$ cat src/rtl/fir_tdm_sequencer_if.sv
// Stream and coefficient-port bundle for the time-multiplexed FIR sequencer.
// master = sample source / consumer side, slave = the sequencer itself.
interface fir_tdm_sequencer_if #(
    parameter int N_TAPS = 21,
    parameter int DW     = 16,
    parameter int CW     = 8
);
    localparam int AW = (N_TAPS > 1) ? $clog2(N_TAPS) : 1;

    logic          s_valid;
    logic          s_ready;
    logic [DW-1:0] s_data;
    logic          coef_we;
    logic [AW-1:0] coef_addr;
    logic [CW-1:0] coef_data;
    logic          m_valid;
    logic          m_ready;
    logic [DW-1:0] m_data;

    modport master (
        output s_valid, s_data, coef_we, coef_addr, coef_data, m_ready,
        input  s_ready, m_valid, m_data
    );

    modport slave (
        input  s_valid, s_data, coef_we, coef_addr, coef_data, m_ready,
        output s_ready, m_valid, m_data
    );
endinterface

$ cat src/rtl/fir_tdm_sequencer.sv
// FIR filter sharing one multiply-accumulate across N_TAPS taps (IDLE -> MAC -> OUT).
// Define FIR_SAT_EN to clamp the output to DW bits and raise a sticky overflow flag.
module fir_tdm_sequencer #(
    parameter int N_TAPS    = 21,
    parameter int DW        = 16,
    parameter int CW        = 8,
    parameter int ACC_W     = 32,
    parameter int OUT_SHIFT = 7
) (
    input  logic                      clk,
    input  logic                      rst_p,
    fir_tdm_sequencer_if.slave        bus,
    output logic                      busy,
    output logic                      overflow
);
    localparam int AW = (N_TAPS > 1) ? $clog2(N_TAPS) : 1;
    localparam int KW = $clog2(N_TAPS + 1);
    localparam logic [AW-1:0] TAP_LAST = AW'(N_TAPS - 1);
    localparam logic [KW-1:0] CNT_LAST = KW'(N_TAPS);
    localparam int RSH = (OUT_SHIFT > 0) ? OUT_SHIFT - 1 : 0;
    localparam logic signed [ACC_W-1:0] RND = (OUT_SHIFT > 0) ? (ACC_W'(1) << RSH) : '0;

    typedef enum logic [1:0] {
        ST_IDLE,
        ST_MAC,
        ST_OUT
    } state_t;

    state_t state_reg, state_next;

    logic signed [DW-1:0]    hist_reg [N_TAPS];
    logic signed [CW-1:0]    coef_reg [N_TAPS];
    logic signed [DW-1:0]    hist_q;
    logic signed [CW-1:0]    coef_q;
    logic [AW-1:0]           wp_reg;
    logic [AW-1:0]           rd_h_reg;
    logic [AW-1:0]           rd_k_reg;
    logic [KW-1:0]           cnt_reg;
    logic signed [ACC_W-1:0] acc_reg;
    logic [DW-1:0]           m_data_reg;

    logic                    accept;
    logic                    coef_wr;
    logic signed [DW+CW-1:0] prod;
    logic signed [ACC_W-1:0] acc_sum;
    logic signed [ACC_W-1:0] rnd_sum;
    logic [DW-1:0]           out_val;

    assign accept  = (state_reg == ST_IDLE) && bus.s_valid;
    assign coef_wr = (state_reg == ST_IDLE) && bus.coef_we && (bus.coef_addr <= TAP_LAST);

    assign bus.s_ready = (state_reg == ST_IDLE);
    assign bus.m_valid = (state_reg == ST_OUT);
    assign bus.m_data  = m_data_reg;
    assign busy        = (state_reg == ST_MAC) || (state_reg == ST_OUT);

    always_comb begin
        state_next = state_reg;
        case (state_reg)
            ST_IDLE: if (bus.s_valid) state_next = ST_MAC;
            ST_MAC:  if (cnt_reg == CNT_LAST) state_next = ST_OUT;
            ST_OUT:  if (bus.m_ready) state_next = ST_IDLE;
            default: state_next = ST_IDLE;
        endcase
    end

    // Datapath: the product of the previous cycle's registered reads is added now.
    assign prod    = hist_q * coef_q;
    assign acc_sum = acc_reg + {{(ACC_W-DW-CW){prod[DW+CW-1]}}, prod};
    assign rnd_sum = acc_sum + RND;

`ifdef FIR_SAT_EN
    localparam logic signed [ACC_W-1:0] MAXV = {{(ACC_W-DW+1){1'b0}}, {(DW-1){1'b1}}};
    localparam logic signed [ACC_W-1:0] MINV = {{(ACC_W-DW+1){1'b1}}, {(DW-1){1'b0}}};
    localparam logic [DW-1:0] OMAX = {1'b0, {(DW-1){1'b1}}};
    localparam logic [DW-1:0] OMIN = {1'b1, {(DW-1){1'b0}}};

    logic signed [ACC_W-1:0] r_full;
    logic                    sat_hi;
    logic                    sat_lo;
    logic                    overflow_reg;

    assign r_full  = rnd_sum >>> OUT_SHIFT;
    assign sat_hi  = r_full > MAXV;
    assign sat_lo  = r_full < MINV;
    assign out_val = sat_hi ? OMAX : (sat_lo ? OMIN : r_full[DW-1:0]);
    assign overflow = overflow_reg;

    always_ff @(posedge clk) begin
        if (rst_p) begin
            overflow_reg <= 1'b0;
        end else if ((state_reg == ST_MAC) && (cnt_reg == CNT_LAST) && (sat_hi || sat_lo)) begin
            overflow_reg <= 1'b1;
        end
    end
`else
    assign out_val  = DW'(rnd_sum >>> OUT_SHIFT);
    assign overflow = 1'b0;
`endif

    // Sample history and coefficient bank, each with one write and one registered read.
    always_ff @(posedge clk) begin
        if (rst_p) begin
            for (int i = 0; i < N_TAPS; i++) begin
                hist_reg[i] <= '0;
                coef_reg[i] <= '0;
            end
            hist_q <= '0;
            coef_q <= '0;
        end else begin
            if (accept) begin
                hist_reg[wp_reg] <= bus.s_data;
            end
            if (coef_wr) begin
                coef_reg[bus.coef_addr] <= bus.coef_data;
            end
            hist_q <= hist_reg[rd_h_reg];
            coef_q <= coef_reg[rd_k_reg];
        end
    end

    always_ff @(posedge clk) begin
        if (rst_p) begin
            state_reg  <= ST_IDLE;
            wp_reg     <= '0;
            rd_h_reg   <= '0;
            rd_k_reg   <= '0;
            cnt_reg    <= '0;
            acc_reg    <= '0;
            m_data_reg <= '0;
        end else begin
            state_reg <= state_next;
            if (accept) begin
                wp_reg   <= (wp_reg == TAP_LAST) ? '0 : wp_reg + 1'b1;
                rd_h_reg <= wp_reg;
                rd_k_reg <= '0;
                cnt_reg  <= '0;
                acc_reg  <= '0;
            end else if (state_reg == ST_MAC) begin
                cnt_reg  <= cnt_reg + 1'b1;
                rd_k_reg <= (rd_k_reg == TAP_LAST) ? '0 : rd_k_reg + 1'b1;
                rd_h_reg <= (rd_h_reg == '0) ? TAP_LAST : rd_h_reg - 1'b1;
                // Cycle 0 only issues the first read; products arrive one cycle later.
                if (cnt_reg != '0) begin
                    acc_reg <= acc_sum;
                end
                if (cnt_reg == CNT_LAST) begin
                    m_data_reg <= out_val;
                end
            end
        end
    end
endmodule

$ cat src/flat_wrapper.sv
// flat-port wrapper written by rule: the top's interface ports become plain ports
module fir_tdm_sequencer_flat 
#(
    parameter int N_TAPS    = 21,
    parameter int DW        = 16,
    parameter int CW        = 8,
    parameter int ACC_W     = 32,
    parameter int OUT_SHIFT = 7
)
  (clk, rst_p, busy, overflow, bus_s_valid, bus_s_data, bus_coef_we, bus_coef_addr, bus_coef_data, bus_m_ready, bus_s_ready, bus_m_valid, bus_m_data);
  fir_tdm_sequencer_if #(.N_TAPS(N_TAPS), .DW(DW), .CW(CW)) bus_i ();
  input  logic clk;
  input  logic rst_p;
  output logic busy;
  output logic overflow;
  input wire logic [$bits(bus_i.s_valid)-1:0] bus_s_valid;
  input wire logic [$bits(bus_i.s_data)-1:0] bus_s_data;
  input wire logic [$bits(bus_i.coef_we)-1:0] bus_coef_we;
  input wire logic [$bits(bus_i.coef_addr)-1:0] bus_coef_addr;
  input wire logic [$bits(bus_i.coef_data)-1:0] bus_coef_data;
  input wire logic [$bits(bus_i.m_ready)-1:0] bus_m_ready;
  output wire logic [$bits(bus_i.s_ready)-1:0] bus_s_ready;
  output wire logic [$bits(bus_i.m_valid)-1:0] bus_m_valid;
  output wire logic [$bits(bus_i.m_data)-1:0] bus_m_data;
  assign bus_i.s_valid = bus_s_valid;
  assign bus_i.s_data = bus_s_data;
  assign bus_i.coef_we = bus_coef_we;
  assign bus_i.coef_addr = bus_coef_addr;
  assign bus_i.coef_data = bus_coef_data;
  assign bus_i.m_ready = bus_m_ready;
  assign bus_s_ready = bus_i.s_ready;
  assign bus_m_valid = bus_i.m_valid;
  assign bus_m_data = bus_i.m_data;
  fir_tdm_sequencer #(.N_TAPS(N_TAPS), .DW(DW), .CW(CW), .ACC_W(ACC_W), .OUT_SHIFT(OUT_SHIFT)) u_core (.clk(clk), .rst_p(rst_p), .bus(bus_i), .busy(busy), .overflow(overflow));
endmodule
$ cat config.mk
export PLATFORM = sky130hd
export DESIGN_NAME = fir_tdm_sequencer_flat
export DESIGN_NICKNAME = d
export VERILOG_FILES = /design/src/rtl/fir_tdm_sequencer_if.sv /design/src/rtl/fir_tdm_sequencer.sv /design/src/flat_wrapper.sv
export SDC_FILE = /design/constraint.sdc
export NUM_CORES = 2
export LEC_CHECK = 0
export CAP_MARGIN = 25
export CORE_MARGIN = 2
export CORE_UTILIZATION = 63
export CTS_CLUSTER_DIAMETER = 100
export DETAILED_ROUTE_END_ITERATION = 8
export PLACE_DENSITY = 0.9
export SKIP_CTS_REPAIR_TIMING = 1
export SYNTH_ARGS = -nofsm -noshare
export SYNTH_HDL_FRONTEND = slang
export SYNTH_SLANG_ARGS = --single-unit
$ cat constraint.sdc
create_clock -name clk -period 8.13 [get_ports clk]
set_input_delay 1.2195 -clock clk [delete_from_list [all_inputs] [get_ports clk]]
set_output_delay 1.2195 -clock clk [all_outputs]
set_load 0.01 [all_outputs]
==> impl_metrics.json <==
{
  "outcome": "finished, final reports clean",
  "synth_edf_count": 768,
  "path_class": "reg2reg",
  "power.total_w": 0.01068,
  "grt_util_all_layers_pct": 29.76,
  "nets": 3199,
  "setup.worst_path.end_class": "register",
  "async_reset_ff_share_pct": 0,
  "post-dp-hpwl_um": 63140,
  "rrSetupSlack_ps": 690,
  "fin_util_pct": 71.21,
  "die_x_um": 262.3,
  "slew_headroom_pct": 21.85,
  "htreeDepth": 3,
  "fin_area_sq_um": 46900,
  "placementRows": 94,
  "r2r-start": "u_core.coef_q[2]",
  "core-area_sq_um": 65860,
  "fin_crit_sh_pct": 91.55,
  "hold_start": "u_core.bus.m_data[5]",
  "syn-cell-area_sq_um": 42040,
  "ioPinCount": 54,
  "vdd_drop_max_v": 0.0001947,
  "drv_slew": 0,
  "die_y_um": 262.3,
  "syn_to_final_growth_pct": 11.56,
  "clk_pin_slew_worst_paths_ps": 60,
  "vias": 25250,
  "antenna_found_initial": 1,
  "finalHoldViolCount": 0,
  "grt_max_degree": 69,
  "firstDrtPassIters": 6,
  "place_area_sq_um": 43880,
  "rsz0062_at_grt": "false",
  "synth_cell_types": 80,
  "crit_fanout": 16,
  "ys_seq_elements": 853,
  "synth_seq_area_share_pct": 58.91,
  "gp_congestion": 0.8562,
  "setup-violations-final": 0,
  "ant_nets": 0,
  "fin_setup_tns_ps": 0,
  "hold_path_depth": 2,
  "fin_skew_ps": 47.45,
  "r2r_cells": 26,
  "cts_buffer_depth": 3,
  "min_period_ps": 7443,
  "min_to": "u_core.bus.m_data[5]",
  "clkSinkCount": 853,
  "cts_buffers": 86,
  "grt_pass1_vias": 25790,
  "power_per_cell_area_nw_per_um2": 227.7,
  "wirelength_um": 102400,
  "cts_tree": "done",
  "antennaDiodeCount": 0,
  "leakage_nw": 17.13,
  "required_ps": 8680,
  "drt-initial-drc-count": 3190,
  "reg2reg_to": "u_core.bus.m_data[13]",
  "grt_pass1_wl_um": 154600,
  "via_per_inst": 6.458,
  "ys_warn_count": 0,
  "largest_reg_flops": 512,
  "layout-drive-gt1-share_pct": 16.26,
  "avgRoutedWirePerCell_um": 26.19,
  "start_util_pct": 63.83,
  "ctsRootBufferMaster": "clkbuf_16",
  "fmax_mhz": 134.3,
  "maxCapViolCount": 0,
  "critPathArrivalTime_ps": 7990,
  "port-buffer-count": 52,
  "start_kind": "register",
  "worst_skew_pair.late_latency_ps": 670,
  "hp-class": "reg2reg",
  "overflow": 0,
  "worst_pin_slew_ps": 1168,
  "drcViolationCount": 0,
  "synth_cells": 2848,
  "syn_avg_cell_area_sq_um": 14.76,
  "die_area_sq_um": 68810,
  "synthFlopType": "edfxtp_1"
}
[stage by stage]
stage | cells | worst slack [ps] | hold WS (ps)
final | 3909 | 686.6 | 457.3
after global routing | 3909 | 86.92 | 484.6
after CTS | 3892 | 758.3 | 456.6
after detailed placement | 3742 | 803.1 | 448.5
after global placement | 3735 | 1028 | 442.4
after floorplan | 2936 | 1573 | 436.2
[where the power goes]
group | switching (W) | internal (W)
clock network | 0.00167 | 0.00215
logic | 0.000991 | 0.000760
registers | 0.000164 | 0.00494
[synthesized netlist by cell type, types with 19 or more instances]
library cell  number  area, sq um
a211oi_1          19        142.6
a21oi_1           55        275.3
and2_1           595         3722
buf_1             24        90.09
clkbuf_1         136        510.5
dfxtp_1           85         1702
edfxtp_1         768        23060
fa_1             101         2022
ha_1              81         1013
inv_1            159        596.8
mux2i_1           27        270.3
mux4_2           240         5405
nand2_1          110        412.9
nor2_1           150        563.0
o21ai_0           20        100.1
or2_2             41        256.5
xnor2_1           34        297.8
xor2_1            28        245.2
[placed cells by master (no fill, tap or decap), types with 4 or more instances in the layout]
master,instances
nor2_1,150
inv_1,159
o21ai_1,4
o21ai_0,20
and3_1,5
or3_1,8
clkbuf_1,27
buf_16,11
a211oi_1,19
a21o_1,9
nor2b_1,4
buf_8,8
nor3_1,14
or2_2,41
dfxtp_1,80
nand2b_1,11
bufinv_16,5
nand4_1,10
ha_1,81
xnor2_1,34
a21oi_1,55
clkinv_2,4
mux2i_1,27
buf_4,48
a311oi_1,4
clkdlybuf4s50_1,51
and2_1,595
nand3b_1,9
nand3_1,17
edfxtp_1,768
mux4_2,240
clkbuf_16,90
o31ai_1,4
clkinv_1,17
o21a_1,7
xor2_1,28
nand2_1,110
fa_1,101
conb_1,89
[kinds of logic (layout without fill, tap and decap cells)]
group | after synthesis | in the layout | synth area share [%]
AND/OR/NAND/NOR | 997 | 997 | 13.44
adder cells (fa/ha/maj) | 182 | 182 | 7.220
buffers and inverters | 324 | 433 | 2.917
other | 1 | 89 | 0.008920
XOR/XNOR | 65 | 65 | 1.435
multiplexers | 268 | 268 | 13.53
AO/OA/AOI/OAI | 158 | 158 | 2.545
flip-flops | 853 | 853 | 58.91
[final cells by class]
| type | instances | area, sq um |
|---|---|---|
| sequential | 853 | 24780 |
| fill | 3792 | 18960 |
| multi-input combinational | 1759 | 16390 |
| clock buffer | 116 | 2306 |
| timing repair buffer | 123 | 1391 |
| tap | 864 | 1081 |
| inverter | 160 | 600.6 |
| clock inverter | 34 | 351.6 |
[worst max-delay path by stage]
stage / startpoint / to / slack (ps) / cells after the start
final: u_core.coef_q[2] / u_core.bus.m_data[13] / 690 / 26
after CTS: u_core.coef_q[2] / u_core.bus.m_data[13] / 760 / 26
after global placement: u_core.coef_q[2] / u_core.bus.m_data[15] / 1030 / 27
after floorplan: u_core.coef_q[2] / u_core.bus.m_data[15] / 1570 / 28
after detailed placement: u_core.coef_q[2] / u_core.bus.m_data[13] / 800 / 26
after global routing: u_core.coef_q[2] / u_core.bus.m_data[13] / 90 / 26
[layer usage]
metal  track usage (%)  routed length (um)
met5                 0                   0
met4             14.54                5288
met3             5.688               10630
met2             48.52               50700
met1             38.88               35770
[critical path, cell delays in order, from the launching register on]
cell and delay [ps]:
dfxtp_1 650, nand2_1 150, fa_1 530, fa_1 570
inv_1 60, fa_1 480, inv_1 50, fa_1 470
inv_1 40, ha_1 290, inv_1 80, o21ai_0 90
a21o_1 190, o31ai_1 480, o211ai_1 300, o21a_1 250
o21ai_0 150, nand2b_1 70, a21oi_1 210, xnor2_1 120
ha_1 410, nand3_1 200, o31ai_2 400, xor2_2 280
nand4_4 130, or3_1 390, a311oi_1 310
(Power assumes the default switching activity.)
